### src/rtl/mem_port_arbiter_if.sv
// Bundle of fetch, load/store and memory-side signals shared by mem_port_arbiter.
// slave is the arbiter's view; master is the view of the pipeline plus memory around it.
interface mem_port_arbiter_if;
  logic        if_valid;
  logic        if_ready;
  logic [63:0] if_addr;
  logic        if_rsp_valid;
  logic [31:0] if_rsp_data;
  logic        ls_valid;
  logic        ls_ready;
  logic        ls_we;
  logic [63:0] ls_addr;
  logic [63:0] ls_wdata;
  logic        ls_rsp_valid;
  logic [63:0] ls_rsp_data;
  logic        mem_req;
  logic        mem_we;
  logic [63:0] mem_addr;
  logic [63:0] mem_wdata;
  logic [63:0] mem_rdata;

  modport slave (
    input  if_valid, if_addr, ls_valid, ls_we, ls_addr, ls_wdata, mem_rdata,
    output if_ready, if_rsp_valid, if_rsp_data, ls_ready, ls_rsp_valid, ls_rsp_data,
           mem_req, mem_we, mem_addr, mem_wdata
  );

  modport master (
    output if_valid, if_addr, ls_valid, ls_we, ls_addr, ls_wdata, mem_rdata,
    input  if_ready, if_rsp_valid, if_rsp_data, ls_ready, ls_rsp_valid, ls_rsp_data,
           mem_req, mem_we, mem_addr, mem_wdata
  );
endinterface

### src/rtl/mem_port_arbiter.sv
// Shares one fixed-latency 64-bit memory between instruction fetch and load/store, one access at a time.
// Define MEM_PORT_ARB_RR_EN for round-robin arbitration; otherwise LS has priority with an IF starvation guard.
module mem_port_arbiter #(
  parameter int MEM_LAT      = 1,
  parameter int STARVE_LIMIT = 4
) (
  input logic               clk,
  input logic               reset,
  mem_port_arbiter_if.slave bus
);

  typedef enum logic [1:0] {IDLE, ISSUE, WAIT, RESP} state_t;

  localparam logic [3:0] LAT = 4'(MEM_LAT);

  state_t      state;
  state_t      state_next;
  logic        owner_ls;
  logic        we_q;
  logic [63:0] addr_q;
  logic [63:0] wdata_q;
  logic [63:0] data_q;
  logic [3:0]  lat_cnt;
  logic        grant_if;
  logic        grant_ls;
  logic        prefer_if;

`ifdef MEM_PORT_ARB_RR_EN
  // Remembers which port won last so a conflict goes to the other one; reset favours LS.
  logic last_ls;

  assign prefer_if = last_ls;

  always_ff @(posedge clk) begin
    if (reset) begin
      last_ls <= 1'b0;
    end else if (grant_if) begin
      last_ls <= 1'b0;
    end else if (grant_ls) begin
      last_ls <= 1'b1;
    end
  end
`else
  localparam logic [3:0] LIMIT = 4'(STARVE_LIMIT);

  logic [3:0] starve_cnt;

  assign prefer_if = (starve_cnt == LIMIT);

  always_ff @(posedge clk) begin
    if (reset) begin
      starve_cnt <= 4'd0;
    end else if (grant_if) begin
      starve_cnt <= 4'd0;
    end else if (grant_ls && bus.if_valid && starve_cnt != 4'hF) begin
      starve_cnt <= starve_cnt + 4'd1;
    end
  end
`endif

  always_comb begin
    state_next = state;
    grant_if   = 1'b0;
    grant_ls   = 1'b0;
    case (state)
      IDLE: begin
        if (bus.if_valid && bus.ls_valid) begin
          grant_if = prefer_if;
          grant_ls = !prefer_if;
        end else begin
          grant_if = bus.if_valid;
          grant_ls = bus.ls_valid;
        end
        if (grant_if || grant_ls) state_next = ISSUE;
      end
      ISSUE:   state_next = WAIT;
      WAIT:    if (lat_cnt == LAT) state_next = RESP;
      RESP:    state_next = IDLE;
      default: state_next = IDLE;
    endcase
  end

  always_ff @(posedge clk) begin
    if (reset) begin
      state    <= IDLE;
      owner_ls <= 1'b0;
      we_q     <= 1'b0;
      addr_q   <= 64'd0;
      wdata_q  <= 64'd0;
      data_q   <= 64'd0;
      lat_cnt  <= 4'd0;
    end else begin
      state <= state_next;
      if (grant_if) begin
        owner_ls <= 1'b0;
        we_q     <= 1'b0;
        addr_q   <= {bus.if_addr[63:2], 2'b00};
        wdata_q  <= 64'd0;
      end else if (grant_ls) begin
        owner_ls <= 1'b1;
        we_q     <= bus.ls_we;
        addr_q   <= bus.ls_addr;
        wdata_q  <= bus.ls_wdata;
      end
      // Latency counter starts at 1 on the issue cycle; rdata is captured on the cycle it matches.
      if (state == ISSUE) begin
        lat_cnt <= 4'd1;
      end else if (state == WAIT) begin
        lat_cnt <= lat_cnt + 4'd1;
        if (lat_cnt == LAT) data_q <= bus.mem_rdata;
      end
    end
  end

  assign bus.if_ready     = grant_if;
  assign bus.ls_ready     = grant_ls;
  assign bus.mem_req      = (state == ISSUE);
  assign bus.mem_we       = (state == ISSUE) && we_q;
  assign bus.mem_addr     = (state == ISSUE) ? addr_q  : 64'd0;
  assign bus.mem_wdata    = (state == ISSUE) ? wdata_q : 64'd0;
  assign bus.if_rsp_valid = (state == RESP) && !owner_ls;
  assign bus.ls_rsp_valid = (state == RESP) && owner_ls;
  assign bus.if_rsp_data  = !bus.if_rsp_valid ? 32'd0 :
                            (addr_q[2] ? data_q[63:32] : data_q[31:0]);
  assign bus.ls_rsp_data  = (bus.ls_rsp_valid && !we_q) ? data_q : 64'd0;

endmodule

### src/flat_wrapper.sv
// flat-port wrapper written by rule: the top's interface ports become plain ports
module mem_port_arbiter_flat 
#(
  parameter int MEM_LAT      = 1,
  parameter int STARVE_LIMIT = 4
)
  (clk, reset, bus_if_valid, bus_if_addr, bus_ls_valid, bus_ls_we, bus_ls_addr, bus_ls_wdata, bus_mem_rdata, bus_if_ready, bus_if_rsp_valid, bus_if_rsp_data, bus_ls_ready, bus_ls_rsp_valid, bus_ls_rsp_data, bus_mem_req, bus_mem_we, bus_mem_addr, bus_mem_wdata);
  mem_port_arbiter_if bus_i ();
  input logic clk;
  input logic reset;
  input wire logic [$bits(bus_i.if_valid)-1:0] bus_if_valid;
  input wire logic [$bits(bus_i.if_addr)-1:0] bus_if_addr;
  input wire logic [$bits(bus_i.ls_valid)-1:0] bus_ls_valid;
  input wire logic [$bits(bus_i.ls_we)-1:0] bus_ls_we;
  input wire logic [$bits(bus_i.ls_addr)-1:0] bus_ls_addr;
  input wire logic [$bits(bus_i.ls_wdata)-1:0] bus_ls_wdata;
  input wire logic [$bits(bus_i.mem_rdata)-1:0] bus_mem_rdata;
  output wire logic [$bits(bus_i.if_ready)-1:0] bus_if_ready;
  output wire logic [$bits(bus_i.if_rsp_valid)-1:0] bus_if_rsp_valid;
  output wire logic [$bits(bus_i.if_rsp_data)-1:0] bus_if_rsp_data;
  output wire logic [$bits(bus_i.ls_ready)-1:0] bus_ls_ready;
  output wire logic [$bits(bus_i.ls_rsp_valid)-1:0] bus_ls_rsp_valid;
  output wire logic [$bits(bus_i.ls_rsp_data)-1:0] bus_ls_rsp_data;
  output wire logic [$bits(bus_i.mem_req)-1:0] bus_mem_req;
  output wire logic [$bits(bus_i.mem_we)-1:0] bus_mem_we;
  output wire logic [$bits(bus_i.mem_addr)-1:0] bus_mem_addr;
  output wire logic [$bits(bus_i.mem_wdata)-1:0] bus_mem_wdata;
  assign bus_i.if_valid = bus_if_valid;
  assign bus_i.if_addr = bus_if_addr;
  assign bus_i.ls_valid = bus_ls_valid;
  assign bus_i.ls_we = bus_ls_we;
  assign bus_i.ls_addr = bus_ls_addr;
  assign bus_i.ls_wdata = bus_ls_wdata;
  assign bus_i.mem_rdata = bus_mem_rdata;
  assign bus_if_ready = bus_i.if_ready;
  assign bus_if_rsp_valid = bus_i.if_rsp_valid;
  assign bus_if_rsp_data = bus_i.if_rsp_data;
  assign bus_ls_ready = bus_i.ls_ready;
  assign bus_ls_rsp_valid = bus_i.ls_rsp_valid;
  assign bus_ls_rsp_data = bus_i.ls_rsp_data;
  assign bus_mem_req = bus_i.mem_req;
  assign bus_mem_we = bus_i.mem_we;
  assign bus_mem_addr = bus_i.mem_addr;
  assign bus_mem_wdata = bus_i.mem_wdata;
  mem_port_arbiter #(.MEM_LAT(MEM_LAT), .STARVE_LIMIT(STARVE_LIMIT)) u_core (.clk(clk), .reset(reset), .bus(bus_i));
endmodule
### config.mk
export PLATFORM = sky130hd
export DESIGN_NAME = mem_port_arbiter_flat
export DESIGN_NICKNAME = d
export VERILOG_FILES = /design/src/rtl/mem_port_arbiter_if.sv /design/src/rtl/mem_port_arbiter.sv /design/src/flat_wrapper.sv
export SDC_FILE = /design/constraint.sdc
export NUM_CORES = 1
export LEC_CHECK = 0
export CORE_AREA = 2 2 189 191
export CTS_BUF_LIST = sky130_fd_sc_hd__clkbuf_4
export CTS_CLUSTER_DIAMETER = 100
export DETAILED_ROUTE_END_ITERATION = 6
export DIE_AREA = 0 0 191 193
export DONT_BUFFER_PORTS = 1
export PLACE_DENSITY = 0.45
export SLEW_MARGIN = 5
export SYNTH_ARGS = -nofsm -noshare
export SYNTH_HDL_FRONTEND = slang
export SYNTH_SLANG_ARGS = --single-unit
### constraint.sdc
create_clock -name clk -period 2.1 [get_ports clk]
set_input_delay 0.525 -clock clk [delete_from_list [all_inputs] [get_ports clk]]
set_output_delay 0.525 -clock clk [all_outputs]
set_load 0.1 [all_outputs]
== Word-level counts from Yosys, hierarchy flattened ==
Index checks and enable logic that the tools add are counted.
Operators by class
  add/sub/neg operators: 2
  reductions and logical operators: 18
  bitwise logic cells: 1
  multiplexer cells: 18
  equality and inequality tests: 8
Operators with widths (number)
  two-way mux 64 bit: 5
  two-way mux 32 bit: 2
  adder 4 x 1 -> 4 bit, second input constant: 2
  two-way mux 1 bit: 8
  one-hot mux 2 bit (4 select lines): 1
  logical AND 1 bit: 7
  equality test 2 bit, second input constant: 2
  equality test 4 x 1 -> 1 bit, second input constant: 1
  equality test 4 x 3 -> 1 bit, second input constant: 1
  two-way mux 2 bit: 2
  != test 2 x 1 -> 1 bit, second input constant: 2
  != test 4 bit, second input constant: 1
  nonzero test 2 bit: 2
  OR reduction 2 bit: 2
  zero test 1 bit: 3
  AND reduction 3 bit: 1
  equality test 2 x 1 -> 1 bit, second input constant: 1
  zero test 2 bit: 1
  AND reduction 2 bit: 1
  logical OR 1 bit: 1
  inverter 1 bit: 1
Storage, ports and cells
  bits in registers: 204
  output and inout bits: 230
  word-level logic and storage cells: 57
  input port bits: 261

== Longest topological paths before layout ==
  word-level depth: 7
  depth in mapped cells: 9
  gate-level depth less buffers: 7

== Worst setup path after synthesis ==
No wires, ideal clock.
  path type: register -> output
  start point: register u_core.state[0]
  end point: output bus_ls_rsp_data[10]
  arrival: 2716 ps
  path buffers: 2
  cell stages (with the launch flop): 7
  required time: 1575 ps
  setup slack: -1141 ps
  path through: dfxtp_1 ha_1 and2_1 nor2b_1 clkbuf_1 clkbuf_1 and2_1
Between the ends
  cells in the longest elaborated chain, start to end: 4
Ends and longest elaborated chain
  from (decl): line mem_port_arbiter.sv:16  | state_t state;
  from (signal assigned): line mem_port_arbiter.sv:93  | state <= state_next;
  equality test 2 bit: line mem_port_arbiter.sv:122  | assign bus.ls_rsp_valid = (state == RESP) && owner_ls;
  logical AND 1 bit: line mem_port_arbiter.sv:122
  via bus_ls_rsp_valid: line flat_wrapper.sv:22  | output wire logic [$bits(bus_i.ls_rsp_valid)-1:0] bus_ls_rsp_valid;
  logical AND 1 bit: line mem_port_arbiter.sv:125  | assign bus.ls_rsp_data = (bus.ls_rsp_valid && !we_q) ? data_q : 64'd0;
  two-way mux 64 bit: line mem_port_arbiter.sv:125
  to (decl): line flat_wrapper.sv:23  | output wire logic [$bits(bus_i.ls_rsp_data)-1:0] bus_ls_rsp_data;
The timed path passes the listed nets, and every way through them passes these cells.

== Final worst setup path ==
  start point: register u_core.state[1]
  end point: output bus_ls_rsp_data[16]
Between the ends
  cells in the longest elaborated chain, start to end: 4
Ends and longest elaborated chain (line)
  equality test 2 bit: mem_port_arbiter.sv:122
  logical AND 1 bit: mem_port_arbiter.sv:122
  logical AND 1 bit: mem_port_arbiter.sv:125
  two-way mux 64 bit: mem_port_arbiter.sv:125
No other way between the ends.

==> summary.md <==
| Metric | Value |
|---|---|
| Status | `finished with violations` |
| Violated checks | `negative hold slack, negative setup slack` |
| Netlist cell types | `34` |
| Initial antenna violation count | `2` |
| Latest clock arrival within the worst-skew pair | `0.80 ns` |
| Syn Nets | `1,543` |
| Placement row count | `69` |
| Die extent in x | `191 um` |
| Slew Limit Fails | `0` |
| Tcrit/Tclk final | `1.308` |
| Post-Synthesis Cells | `1,274` |
| CP Data Arrival Time | `2.22 ns` |
| Clock Pin Slew Worst Setup and Hold Paths | `0.06 ns` |
| Share of the synthesized area in the top cell type | `0.4043` |
| Initial cell density of the core | `0.2889` |
| Area contributors post-synth | `dfxtp_1 40%, nand2_1 12%, and2_1 12%` |
| Fin crit period | `2.746 ns` |
| Setup violators final | `230` |
| Die Height | `193 um` |
| Hpwl dp | `25.33 mm` |
| Full die area | `36,860 um2` |
| Req. time, crit path | `1.57 ns` |
| Wire per inst | `19.75 um` |
| Layout cells sized above 1 | `0.4498` |
| Peak supply drop | `0.7275 mV` |
| Vias per cell | `4.808` |
| DR top layer | `met4` |
| Pwr/cell area | `1016 nW/um2` |
| Commonest non-fill, non-tap cells in the layout | `326 x nand2_1, 199 x buf_12, 199 x dfxtp_1` |
| Max-Cap Viols | `0` |
| Commonest non-fill, non-tap cell in the layout | `nand2_1` |
| H-tree depth | `2` |
| DP Cell Count | `1,831` |
| Setup Skew | `0.06352 ns` |
| Largest net degree at the start of global routing | `134` |
| Yosys top cell by area | `dfxtp_1` |
| Root Buffer | `clkbuf_4` |
| DP Area | `14,550 um2` |
| Total congestion overflow | `0` |
| HP Class | `in -> reg` |
| Total number of vias | `10,040` |
| Final Cell Area | `17,630 um2` |
| Final hold violation count | `103` |
| Non-Filler Instances | `2,089` |
| Slew headroom | `0.7659` |
| Number of global-route vias before repair | `9,842` |
| Ports | `491` |
| Ys Warns | `0` |
| First-pass GRT wire length | `56.37 mm` |
| WHS | `-0.1676 ns` |
| Layout fillers | `3,245` |
| Inserted Clock Buffers | `59` |
| WL met3 | `3.496 mm` |
| Final worst slack | `-0.6459 ns` |
| Met2 WL | `20.86 mm` |
| Post-layout util | `0.5042` |
| CTS tree | `yes` |
| Synthesis-stage register bit count | `204` |
| Most used flip-flop cell after synthesis | `dfxtp_1` |
| Drt pass-1 iters | `4` |
| DRT met1 WL | `15.72 mm` |
| Crit path max fanout | `8` |
| RSZ-0062 raised after global routing | `yes` |
| Antenna viol nets, final | `0` |
| Nets | `1,851` |
| Post-synth EDFFs | `0` |
| Mean Syn Cell Area | `7.929 um2` |
| Kind of critical path | `reg -> out` |
| Synthesized area | `10,100 um2` |
| GP Congestion | `0.8174` |
| DRC viols | `0` |
| Seq/Total Area, Yosys | `0.4043` |
| Clock Sink Count | `204` |
| Worst slew pin tran | `0.3414 ns` |
| CP startpoint kind | `flip-flop` |
| Max Clock Freq | `364.2 MHz` |
| CORE AREA | `34,960 um2` |
| CTS max path bufs | `3` |
| P&R area growth vs syn | `74.55%` |
| LEAKAGE | `6.675 nW` |
| Synth async-reset ratio | `0` |
| WL final | `41.25 mm` |
| Port Buffers | `0` |
| Starting DRC count in detailed routing | `370` |
| Total GRT Usage | `0.1977` |
| CP endpoint kind | `primary output` |
worst paths after layout:
check	startpoint	to	slack, ns	cells past startpoint
max	u_core.state[1]	bus_ls_rsp_data[16]	-0.65	6
min	reset	u_core.addr_q[12]	-0.17	1
max reg2reg	u_core.state[1]	u_core.data_q[12]	0.05	9
min reg2reg	u_core.wdata_q[11]	u_core.wdata_q[11]	0.45	2
Yosys cell counts, types with 2 or more instances:
cell	count
buf_6	6
clkbuf_1	50
or3_1	2
nor3_1	4
mux2i_1	34
a211oi_1	3
a21oi_1	136
nor2_1	106
and2_1	195
a211oi_2	59
nand2b_1	2
inv_1	7
ha_1	8
nand4_1	2
o21ai_0	2
nand2_1	328
xor2_1	2
buf_4	13
a21oi_2	59
nand3_1	3
buf_2	37
dfxtp_1	204
metrics by stage:
step	total power [mW]	setup WS, ns	hold slack, ns	setup TNS (ns)
5_1_grt	18.87	-0.7949	-0.2806	-160.86
3_5_place_dp	12.33	0.06190	0.4423	0
6_report	17.92	-0.6459	-0.1676	-126.81
4_1_cts	17.31	-0.7768	-0.2945	-154.32
3_3_place_gp	12.23	0.08941	0.4368	0
2_1_floorplan	10.01	-0.4159	0.4309	-16.44
layer usage:
| metal | GRT usage | vias to the layer above |
|---|---|---|
| met3 | 0.07946 | 67 |
| met5 | 0 | - |
| li1 | - | 4806 |
| met4 | 0.07752 | 0 |
| met1 | 0.2171 | 4775 |
| met2 | 0.3416 | 396 |
timing repair:
item,CTS,global route
pin swaps,60,61
setup endpoints to repair,230,256
hold buffers,95,1
setup buffers,13,20
gates cloned,9,21
gates resized for setup,41,122
endpoints found under the hold margin,203,107
area by class of cell:
cell class	count	area, um2	area share
multi-input cells	954	6262	0.3552
repair buffers	352	5843	0.3314
flip-flops and latches	204	4093	0.2321
clock buffers	93	698.2	0.03960
well taps	461	576.8	0.03272
inverters	9	77.57	0.004400
clock inverters	11	50.05	0.002839
repair inverters	2	22.52	0.001277
diodes	3	7.507	0.0004258
state kept, by name (all words and copies together), names as in the netlist:
signal / count
u_core.state: 2
u_core.owner_ls: 1
u_core.wdata_q: 64
u_core.starve_cnt: 4
u_core.lat_cnt: 4
u_core.addr_q: 64
u_core.we_q: 1
u_core.data_q: 64
power breakdown:
part / internal [mW] / total (mW) / switching, mW
clock: 1.99 / 3.80 / 1.81
sequential: 4.48 / 4.90 / 0.412
combinational: 3.94 / 9.23 / 5.29
cells by family (layout without fill, tap and decap cells):
family | count (synthesis) | count (layout) | synth area share
AO/OA/AOI/OAI | 262 | 262 | 0.1972
buffers and inverters | 116 | 467 | 0.05933
AND/OR/NAND/NOR | 647 | 647 | 0.2930
XOR/XNOR | 3 | 3 | 0.002602
other | 0 | 3 | 0
flip-flops | 204 | 204 | 0.4043
multiplexers | 34 | 34 | 0.03369
adder cells (fa/ha/maj) | 8 | 8 | 0.009910
worst max-delay path, cell delays in order (launching register included):
cell	delay, ns
dfxtp_4	0.37
ha_4	0.13
and2_4	0.13
nor2b_4	0.15
buf_12	0.17
clkbuf_16	0.17
and2_4	0.33
Power figures use the tool's default switching activity.
